**src/rtl/bp_me_wormhole_packet_decode_mem_resp_if.sv**
```systemverilog
// Link-side and consumer-side signals of the mem_resp wormhole decoder.
// slave = decoder, master = the surrounding router port plus consumer.
interface bp_me_wormhole_packet_decode_mem_resp_if #(
  parameter int flit_width_p    = 64,
  parameter int cord_width_p    = 5,
  parameter int cid_width_p     = 2,
  parameter int msg_hdr_width_p = 88,
  parameter int data_width_p    = 512
);
  logic [flit_width_p-1:0]    link_data_i;
  logic                       link_v_i;
  logic                       link_ready_and_o;
  logic [msg_hdr_width_p-1:0] mem_resp_header_o;
  logic [data_width_p-1:0]    mem_resp_data_o;
  logic [cord_width_p-1:0]    src_cord_o;
  logic [cid_width_p-1:0]     src_cid_o;
  logic                       mem_resp_v_o;
  logic                       mem_resp_yumi_i;
  logic                       len_err_o;

  modport slave (
    input  link_data_i, link_v_i, mem_resp_yumi_i,
    output link_ready_and_o, mem_resp_header_o, mem_resp_data_o,
           src_cord_o, src_cid_o, mem_resp_v_o, len_err_o
  );

  modport master (
    output link_data_i, link_v_i, mem_resp_yumi_i,
    input  link_ready_and_o, mem_resp_header_o, mem_resp_data_o,
           src_cord_o, src_cid_o, mem_resp_v_o, len_err_o
  );
endinterface

```
**src/rtl/bp_me_wormhole_packet_decode_mem_resp.sv**
```systemverilog
// Receive side of the mem_resp wormhole link: collects one packet of flits
// into a slot buffer and presents header, payload and source routing fields.

// One flit-wide buffer slot. A write wins over a clear so slot 0 can be
// cleared and loaded with the head flit in the same cycle.
module bp_me_wormhole_packet_decode_mem_resp_slot #(
  parameter int width_p = 64
) (
  input  logic               clk_i,
  input  logic               reset_i,
  input  logic               clr_i,
  input  logic               we_i,
  input  logic [width_p-1:0] d_i,
  output logic [width_p-1:0] q_o
);
  // slot register
  always_ff @(posedge clk_i or negedge reset_i) begin
    if (!reset_i)   q_o <= '0;
    else if (we_i)  q_o <= d_i;
    else if (clr_i) q_o <= '0;
  end
endmodule

module bp_me_wormhole_packet_decode_mem_resp #(
  parameter int flit_width_p    = 64,
  parameter int cord_width_p    = 5,
  parameter int cid_width_p     = 2,
  parameter int len_width_p     = 4,
  parameter int msg_hdr_width_p = 88,
  parameter int data_width_p    = 512
) (
  input  logic clk_i,
  input  logic reset_i,
  bp_me_wormhole_packet_decode_mem_resp_if.slave io
);
  localparam int wh_hdr_width_lp = 2*cord_width_p + 2*cid_width_p + len_width_p + msg_hdr_width_p;
  localparam int max_flits_lp    = (wh_hdr_width_lp + data_width_p + flit_width_p - 1) / flit_width_p;
  localparam int pkt_width_lp    = max_flits_lp * flit_width_p;
  localparam int pad_lp          = pkt_width_lp - wh_hdr_width_lp - data_width_p;

  // Packet header as laid out on the wire, LSB first from cord upward.
  typedef struct packed {
    logic [msg_hdr_width_p-1:0] msg_hdr;
    logic [cid_width_p-1:0]     src_cid;
    logic [cord_width_p-1:0]    src_cord;
    logic [cid_width_p-1:0]     cid;
    logic [len_width_p-1:0]     len;
    logic [cord_width_p-1:0]    cord;
  } wh_hdr_s;

  typedef enum logic [1:0] {e_ready, e_collect, e_out} state_e;

  state_e                                    state_r, state_n;
  logic [len_width_p-1:0]                    cnt_r, cnt_n;
  logic                                      rdy_en_r;
  logic                                      len_err_r;
  logic                                      accept;
  logic                                      slot_clr;
  logic [max_flits_lp-1:0]                   slot_we;
  logic [max_flits_lp-1:0][flit_width_p-1:0] slot_q;
  logic [pkt_width_lp-1:0]                   pkt;
  logic [len_width_p-1:0]                    in_len;
  wh_hdr_s                                   hdr;

  assign pkt    = slot_q;
  assign hdr    = wh_hdr_s'(pkt[wh_hdr_width_lp-1:0]);
  assign in_len = io.link_data_i[cord_width_p +: len_width_p];

  // rdy_en_r keeps the link stalled until the first edge after reset release.
  assign io.link_ready_and_o = rdy_en_r & (state_r != e_out);
  assign accept              = io.link_v_i & io.link_ready_and_o;

  for (genvar k = 0; k < max_flits_lp; k++) begin : g_slot
    bp_me_wormhole_packet_decode_mem_resp_slot #(.width_p(flit_width_p)) u_slot (
      .clk_i   (clk_i),
      .reset_i (reset_i),
      .clr_i   (slot_clr),
      .we_i    (slot_we[k]),
      .d_i     (io.link_data_i),
      .q_o     (slot_q[k])
    );
  end

  // state, counter, ready gate and sticky length error
  always_ff @(posedge clk_i or negedge reset_i) begin
    if (!reset_i) begin
      state_r   <= e_ready;
      cnt_r     <= '0;
      rdy_en_r  <= 1'b0;
      len_err_r <= 1'b0;
    end else begin
      state_r  <= state_n;
      cnt_r    <= cnt_n;
      rdy_en_r <= 1'b1;
      if (accept && state_r == e_ready && 32'(in_len) >= max_flits_lp)
        len_err_r <= 1'b1;
    end
  end

  // next state and slot write enables; slots past the buffer are never
  // selected, so over-long packets drain without corrupting the payload
  always_comb begin
    state_n  = state_r;
    cnt_n    = cnt_r;
    slot_clr = 1'b0;
    slot_we  = '0;
    case (state_r)
      e_ready: if (accept) begin
        slot_clr   = 1'b1;
        slot_we[0] = 1'b1;
        if (in_len == '0) begin
          state_n = e_out;
        end else begin
          cnt_n   = len_width_p'(1);
          state_n = e_collect;
        end
      end
      e_collect: if (accept) begin
        for (int k = 0; k < max_flits_lp; k++)
          if (32'(cnt_r) == k) slot_we[k] = 1'b1;
        if (cnt_r == hdr.len) begin
          cnt_n   = '0;
          state_n = e_out;
        end else if (cnt_r != '1) begin
          cnt_n = cnt_r + 1'b1;
        end
      end
      e_out: if (io.mem_resp_yumi_i) state_n = e_ready;
      default: state_n = e_ready;
    endcase
  end

  assign io.mem_resp_v_o      = (state_r == e_out);
  assign io.mem_resp_header_o = hdr.msg_hdr;
  assign io.src_cord_o        = hdr.src_cord;
  assign io.src_cid_o         = hdr.src_cid;
  assign io.mem_resp_data_o   = pkt[wh_hdr_width_lp +: data_width_p];
  assign io.len_err_o         = len_err_r;

  // destination routing fields are consumed by the router, not here
  logic unused_hdr;
  assign unused_hdr = ^{hdr.cord, hdr.cid};

  if (pad_lp > 0) begin : g_pad
    logic unused_pad;
    assign unused_pad = ^pkt[pkt_width_lp-1 -: pad_lp];
  end

  // the consumer may only take a packet that is being offered
  a_yumi_in_out: assert property (@(posedge clk_i) disable iff (!reset_i)
    io.mem_resp_yumi_i |-> state_r == e_out);
endmodule

```
**src/flat_wrapper.sv**
```systemverilog
// flat-port wrapper written by rule: the top's interface ports become plain ports
module bp_me_wormhole_packet_decode_mem_resp_flat 
#(
  parameter int flit_width_p    = 64,
  parameter int cord_width_p    = 5,
  parameter int cid_width_p     = 2,
  parameter int len_width_p     = 4,
  parameter int msg_hdr_width_p = 88,
  parameter int data_width_p    = 512
)
  (clk_i, reset_i, io_link_data_i, io_link_v_i, io_mem_resp_yumi_i, io_link_ready_and_o, io_mem_resp_header_o, io_mem_resp_data_o, io_src_cord_o, io_src_cid_o, io_mem_resp_v_o, io_len_err_o);
  bp_me_wormhole_packet_decode_mem_resp_if #(.flit_width_p(flit_width_p), .cord_width_p(cord_width_p), .cid_width_p(cid_width_p), .msg_hdr_width_p(msg_hdr_width_p), .data_width_p(data_width_p)) io_i ();
  input  logic clk_i;
  input  logic reset_i;
  input wire logic [$bits(io_i.link_data_i)-1:0] io_link_data_i;
  input wire logic [$bits(io_i.link_v_i)-1:0] io_link_v_i;
  input wire logic [$bits(io_i.mem_resp_yumi_i)-1:0] io_mem_resp_yumi_i;
  output wire logic [$bits(io_i.link_ready_and_o)-1:0] io_link_ready_and_o;
  output wire logic [$bits(io_i.mem_resp_header_o)-1:0] io_mem_resp_header_o;
  output wire logic [$bits(io_i.mem_resp_data_o)-1:0] io_mem_resp_data_o;
  output wire logic [$bits(io_i.src_cord_o)-1:0] io_src_cord_o;
  output wire logic [$bits(io_i.src_cid_o)-1:0] io_src_cid_o;
  output wire logic [$bits(io_i.mem_resp_v_o)-1:0] io_mem_resp_v_o;
  output wire logic [$bits(io_i.len_err_o)-1:0] io_len_err_o;
  assign io_i.link_data_i = io_link_data_i;
  assign io_i.link_v_i = io_link_v_i;
  assign io_i.mem_resp_yumi_i = io_mem_resp_yumi_i;
  assign io_link_ready_and_o = io_i.link_ready_and_o;
  assign io_mem_resp_header_o = io_i.mem_resp_header_o;
  assign io_mem_resp_data_o = io_i.mem_resp_data_o;
  assign io_src_cord_o = io_i.src_cord_o;
  assign io_src_cid_o = io_i.src_cid_o;
  assign io_mem_resp_v_o = io_i.mem_resp_v_o;
  assign io_len_err_o = io_i.len_err_o;
  bp_me_wormhole_packet_decode_mem_resp #(.flit_width_p(flit_width_p), .cord_width_p(cord_width_p), .cid_width_p(cid_width_p), .len_width_p(len_width_p), .msg_hdr_width_p(msg_hdr_width_p), .data_width_p(data_width_p)) u_core (.clk_i(clk_i), .reset_i(reset_i), .io(io_i));
endmodule
```
**config.mk**
```make
export PLATFORM = sky130hd
export DESIGN_NAME = bp_me_wormhole_packet_decode_mem_resp_flat
export DESIGN_NICKNAME = d
export VERILOG_FILES = /design/src/rtl/bp_me_wormhole_packet_decode_mem_resp_if.sv /design/src/rtl/bp_me_wormhole_packet_decode_mem_resp.sv /design/src/flat_wrapper.sv
export SDC_FILE = /design/constraint.sdc
export NUM_CORES = 1
export LEC_CHECK = 0
export ABC_AREA = 1
export BUFFER_PORTS_ARGS = -buffer_cell sky130_fd_sc_hd__buf_2
export CAP_MARGIN = 30
export CORE_AREA = 2 2 263 265
export DETAILED_ROUTE_END_ITERATION = 7
export DIE_AREA = 0 0 265 267
export SLEW_MARGIN = 20
export SYNTH_ARGS = -nofsm -noshare
export SYNTH_HDL_FRONTEND = slang
export SYNTH_SLANG_ARGS = --single-unit
```
**constraint.sdc**
```tcl
create_clock -name clk_i -period 1.83 [get_ports clk_i]
set_input_delay 0.0915 -clock clk_i [delete_from_list [all_inputs] [get_ports clk_i]]
set_output_delay 0.0915 -clock clk_i [all_outputs]
set_load 0.01 [all_outputs]
```
# Yosys cells after proc, flatten, opt, wreduce, memory -nomap -nowiden

Cells that the tools add are included.
Widths: inputs -> output; s select.

Add/subtract/negate cells: 1
Bitwise operators: 2
Eq/ne operators: 20
Magnitude comparators: 1
Reduce and logical (&&, ||, !) cells: 18
Multiplexer cells: 38

Operators by type and width:

| operator            | number |
|---|---|
| $mux 64             | 10 |
| $mux 42             | 1 |
| $reduce_bool 2->1   | 11 |
| $mux 4              | 5 |
| $eq 4x3->1 const B  | 4 |
| $mux 1              | 12 |
| $mux 10             | 1 |
| $mux 2              | 5 |
| $mux 9              | 1 |
| $eq 4x2->1 const B  | 2 |
| $eq 4x4->1 const B  | 2 |
| $logic_not 4->1     | 2 |
| $pmux 4 s2          | 1 |
| $ne 2x1->1 const B  | 3 |
| $ne 2x2->1 const B  | 3 |
| $pmux 2 s3          | 1 |
| $reduce_and 5->1    | 1 |
| $add 4x1->4 const B | 1 |
| $eq 4x1->1 const B  | 1 |
| $eq 4x4->1          | 1 |
| $ge 4x4->1 const B  | 1 |
| $ne 4x4->1 const B  | 1 |
| $reduce_and 4->1    | 1 |
| $ne 3x1->1 const B  | 1 |
| 6 further kinds     | 8 |

Output and inout port bits: 610
Bits of input ports: 68
Word-level logic and storage cells: 94
Flip-flop bits (word level): 626

# Depth between registers and ports, before layout

Depth in word-level cells: 7
Depth in mapped cells: 10

# Hierarchy

A second synthesis with hierarchy kept.

Cells, all modules: 2805
Area total of the unflattened synthesis: 24821.3 sq um

By module, submodules not included:

| module                                     | cells an instance | sequential area each (sq um) | instances | area each (sq um) |
|---|---|---|---|---|
| bp_me_wormhole_packet_decode_mem_resp_slot | 270               | 1601.5                       | 10        | 2413.6 |
| bp_me_wormhole_packet_decode_mem_resp      | 105               | 200.2                        | 1         | 685.7 |

# Worst setup path before layout

OpenSTA, ideal clock, no wires.

Kind: register to register
From: register u_core.cnt_r[0]
To: register u_core.g_slot[0].u_slot.q_o[57]
Library setup time: 129 ps
Period minus slack after synthesis: 1600 ps
Required time: 1701 ps
Arrival: 1471 ps
Cell stages (with the launch flop): 10
Path slack: 230 ps
Cell sequence: dfrtp_1 inv_1 ha_1 inv_1 nor2_1 nand3_1 nand2_1 buf_2 buf_2 a21oi_1

Cells in the longest elaborated chain, start to end: 5
Elaborated cells on any way between the ends: 6

Ends and longest elaborated chain:

| element                                      | RTL line                                     | text |
|---|---|---|
| start, declared                              | bp_me_wormhole_packet_decode_mem_resp.sv:54  | `logic [len_width_p-1:0] cnt_r, cnt_n;` |
| start signal, assigned                       | bp_me_wormhole_packet_decode_mem_resp.sv:93  | `cnt_r <= cnt_n;` |
| $logic_not 4->1 *                            | bp_me_wormhole_packet_decode_mem_resp.sv:120 | `if (32'(cnt_r) == k) slot_we[k] = 1'b1;` |
| $mux 1 *                                     | bp_me_wormhole_packet_decode_mem_resp.sv:120 |  |
| $mux 10 *                                    | bp_me_wormhole_packet_decode_mem_resp.sv:118 | `e_collect: if (accept) begin` |
| $pmux 1 s2 *                                 | bp_me_wormhole_packet_decode_mem_resp.sv:107 | `case (state_r)` |
| $mux 64 or $reduce_bool 2->1 (tied branches) | --                                           |  |
| end signal, assigned                         | bp_me_wormhole_packet_decode_mem_resp.sv:19  | `else if (we_i) q_o <= d_i;` |
| end, declared                                | bp_me_wormhole_packet_decode_mem_resp.sv:14  | `output logic [width_p-1:0] q_o` |

Mark *: on every way between the ends. The rest lies on a longest branch, timed or not.
A chain may end at the register's enable or synchronous reset.

# Worst setup path in the final report

From: register u_core.cnt_r[0]
To: register u_core.g_slot[0].u_slot.q_o[54]

The elaborated chain is that of the path after synthesis.

==> metrics.cfg <==
[synthesis]
yosysWarnings=0
postSynthAreaPerCell_sq_um=10.38
synth-seq-cells=619
ys_seq_area_share_pct=66.32
syn_nets=2322
syn_area_sq_um=23360
netlist_instances=2250
ys_types=26

[clocking]
cts_tree=built
cts_max_level=3
clock-sinks=619
clk_pin_slew_worst_paths_ps=60
cts_buffers=68
clk_latency_ps=620
root_buffer=clkbuf_16
cts_max_path_buffers=3

[worst_setup_path]
slowest_stage=dfrtp_1
slowest_delay_ps=410
setup.worst_path.start_class=flip-flop
crit_arrival_ps=2230
crit_path_end_kind=flip-flop
crit_family=buffers and inverters
required_ps=2290
path_common_cell=inv_1
crit_path_cell_trace=inv_1 > ha_1 > inv_1 > nor2_2 > nand3_2 > nand2_8 > buf_4 > clkbuf_16 > a21oi_1
critPathMaxFanout=14
crit_type=reg2reg
crit_buf_inv=4

[grt]
grt_usage_pct=22.69
grt_pass1_vias=18910
grt_pass1_wl_um=122300
grt-ovfl-total=0
grt_max_degree=67
antenna_found_initial=1

[sta]
hold_viol=0
layout_setup_ws_ps=61.83
setup_viol=0
slew_headroom_pct=60.17
fin_crit_ps=1768
drv_slew=0
finClkSkew_ps=21.10
rsz0062_at_grt=yes
finalCritPeriodShare_pct=96.62
worstMarginPinSlew_ps=596.8
fmax_mhz=565.6

[layout]
utilization_pct=46.18
finalNonFillerCells=3875
finalNetCount=3014
fillerInstances=6506
final_cell_mix=buf_2, dfrtp_1, o21ai_0, nand3_1, nand2_1
final_common_cell=buf_2
n_antenna_cell=0
synthToLayoutAreaGrowth_pct=34.43
drive_gt1_share_pct=30.97

[status]
status=finished clean

[routing]
vias_per_cell=5.097
drt-initial-drc-count=1754
routed_wl_um=84730
drc=0
firstDrtPassIters=5
drtAntennaViolNets=0
wire_per_inst_um=21.87
via_count=19750

[die]
ioPinCount=678
start_util_pct=34.35
dieHeight_um=267
die_x_um=265
num_rows=96
fp.coreArea_sq_um=67990
die-area_sq_um=70760

[job]
drv_cap=0

[placement]
dp.final_hpwl_um=56390
place_ws_ps=-42.90
io_buffers=677
place_inst=3681
place.gp.congestion=0.8207

[power_and_ir_drop]
p_leak_nw=16.41
pwr_density_cell_nw_per_um2=1251
vdd_drop_max_mv=0.7229

[min_path]
hp-class=in2async

[per-stage QoR]
step | setup TNS [ps] | area (sq um) | hold WS, ps | total power, mW
after floorplan | 0 | 23360 | -204.1 | 21.13
after global routing | -56.94 | 31400 | 21.78 | 41.05
after global placement | -1.177 | 28140 | 62.03 | 24.52
after CTS | 0 | 31080 | 4.011 | 39.06
final | 0 | 31400 | 29.46 | 39.27
after detailed placement | -1213 | 28140 | 68.36 | 24.64
[synth_stat cells, drive strengths merged]
library cell  instances  share of area (%)
a21oi                54                1.2
a31oi                 3               0.17
and2                  1              0.027
buf                 177                4.2
clkbuf               55               0.88
conb                  1              0.016
dfrtp               619                 66
ha                    4               0.21
inv                  87                1.4
nand2               179                2.9
nand3               433                9.3
nand4                 1              0.027
nor2                 72                1.3
o21ai               561                 12
o31ai                 1              0.032
xnor2                 1              0.038
xor2                  1              0.038
[flip-flops by register name, indices dropped and copies added (netlist names)]
name / cells
u_core.cnt_r: 4
u_core.g_slot.u_slot.q_o: 611
u_core.io.len_err_o: 1
u_core.rdy_en_r: 1
u_core.state_r: 2
[power by group]
part           internal (mW)  total [mW]  leakage (nW)  switching (mW)
clock                   8.39        14.3          1.13            5.86
combinational           3.23        8.55          6.84            5.32
sequential              15.5        16.5          8.44           0.999
[area by class of cell]
| type | count | area (sq um) | area share (%) |
|---|---|---|---|
| clock buffer | 101 | 2007 | 6.392 |
| clock inverter | 20 | 312.8 | 0.9963 |
| inverter | 87 | 334.1 | 1.064 |
| multi-input combinational | 1312 | 6487 | 20.66 |
| sequential | 619 | 15490 | 49.35 |
| tap | 882 | 1104 | 3.515 |
| timing repair buffer | 854 | 5659 | 18.02 |
[metal layers]
| layer | global-route usage (%) | share of wire, % |
|---|---|---|
| met5 | 0 | 0 |
| met4 | 7.925 | 2.9 |
| met3 | 5.895 | 7.5 |
| met2 | 36.59 | 48 |
| met1 | 29.65 | 42 |
[repair_timing]
item	4_1_cts	5_1_grt
endpoints found under the hold margin	917	0
resized for setup	2	17
pin swaps	0	3
hold buffers	61	0
gates cloned	0	7
buffers inserted	0	5
setup endpoints to repair	92	216
[cell families (layout without fill, tap and decap cells)]
group / count (synthesis) / after routing / share of synthesized area [%]
adders and majority gates: 4 / 4 / 0.2143
DFF: 619 / 619 / 66.32
xor gates and xnor gates: 2 / 2 / 0.07501
other: 1 / 1 / 0.01606
and+or+nand+nor: 686 / 686 / 13.49
AOI/OAI and AO/OA: 619 / 619 / 13.38
buffers and inverters: 319 / 1062 / 6.498
[worst paths after layout]
| kind | endpoint | cells past startpoint | from | slack, ps |
|---|---|---|---|---|
| hold / removal | u_core.g_slot[7].u_slot.q_o[36] | 2 | reset_i | 30 |
| setup / recovery | u_core.g_slot[0].u_slot.q_o[54] | 9 | u_core.cnt_r[0] | 60 |
| hold reg to reg | u_core.io.len_err_o | 2 | u_core.io.len_err_o | 470 |
| max in group asynchronous | u_core.g_slot[6].u_slot.q_o[63] | 4 | reset_i | 1010 |
| min in group clk_i | u_core.state_r[0] | 5 | io_link_v_i | 40 |
| setup reg to reg | u_core.g_slot[0].u_slot.q_o[54] | 9 | u_core.cnt_r[0] | 60 |
[worst register-to-register path, delay by kind of cell, from the launching register on]
| family | cells | cell delay (ps) |
|---|---|---|
| flops | 1 | 410 |
| fa+ha+maj | 1 | 170 |
| simple gates | 3 | 440 |
| compound gates | 1 | 80 |
| buf+inv | 4 | 530 |
Note: power is estimated with default switching activity, not from simulation.
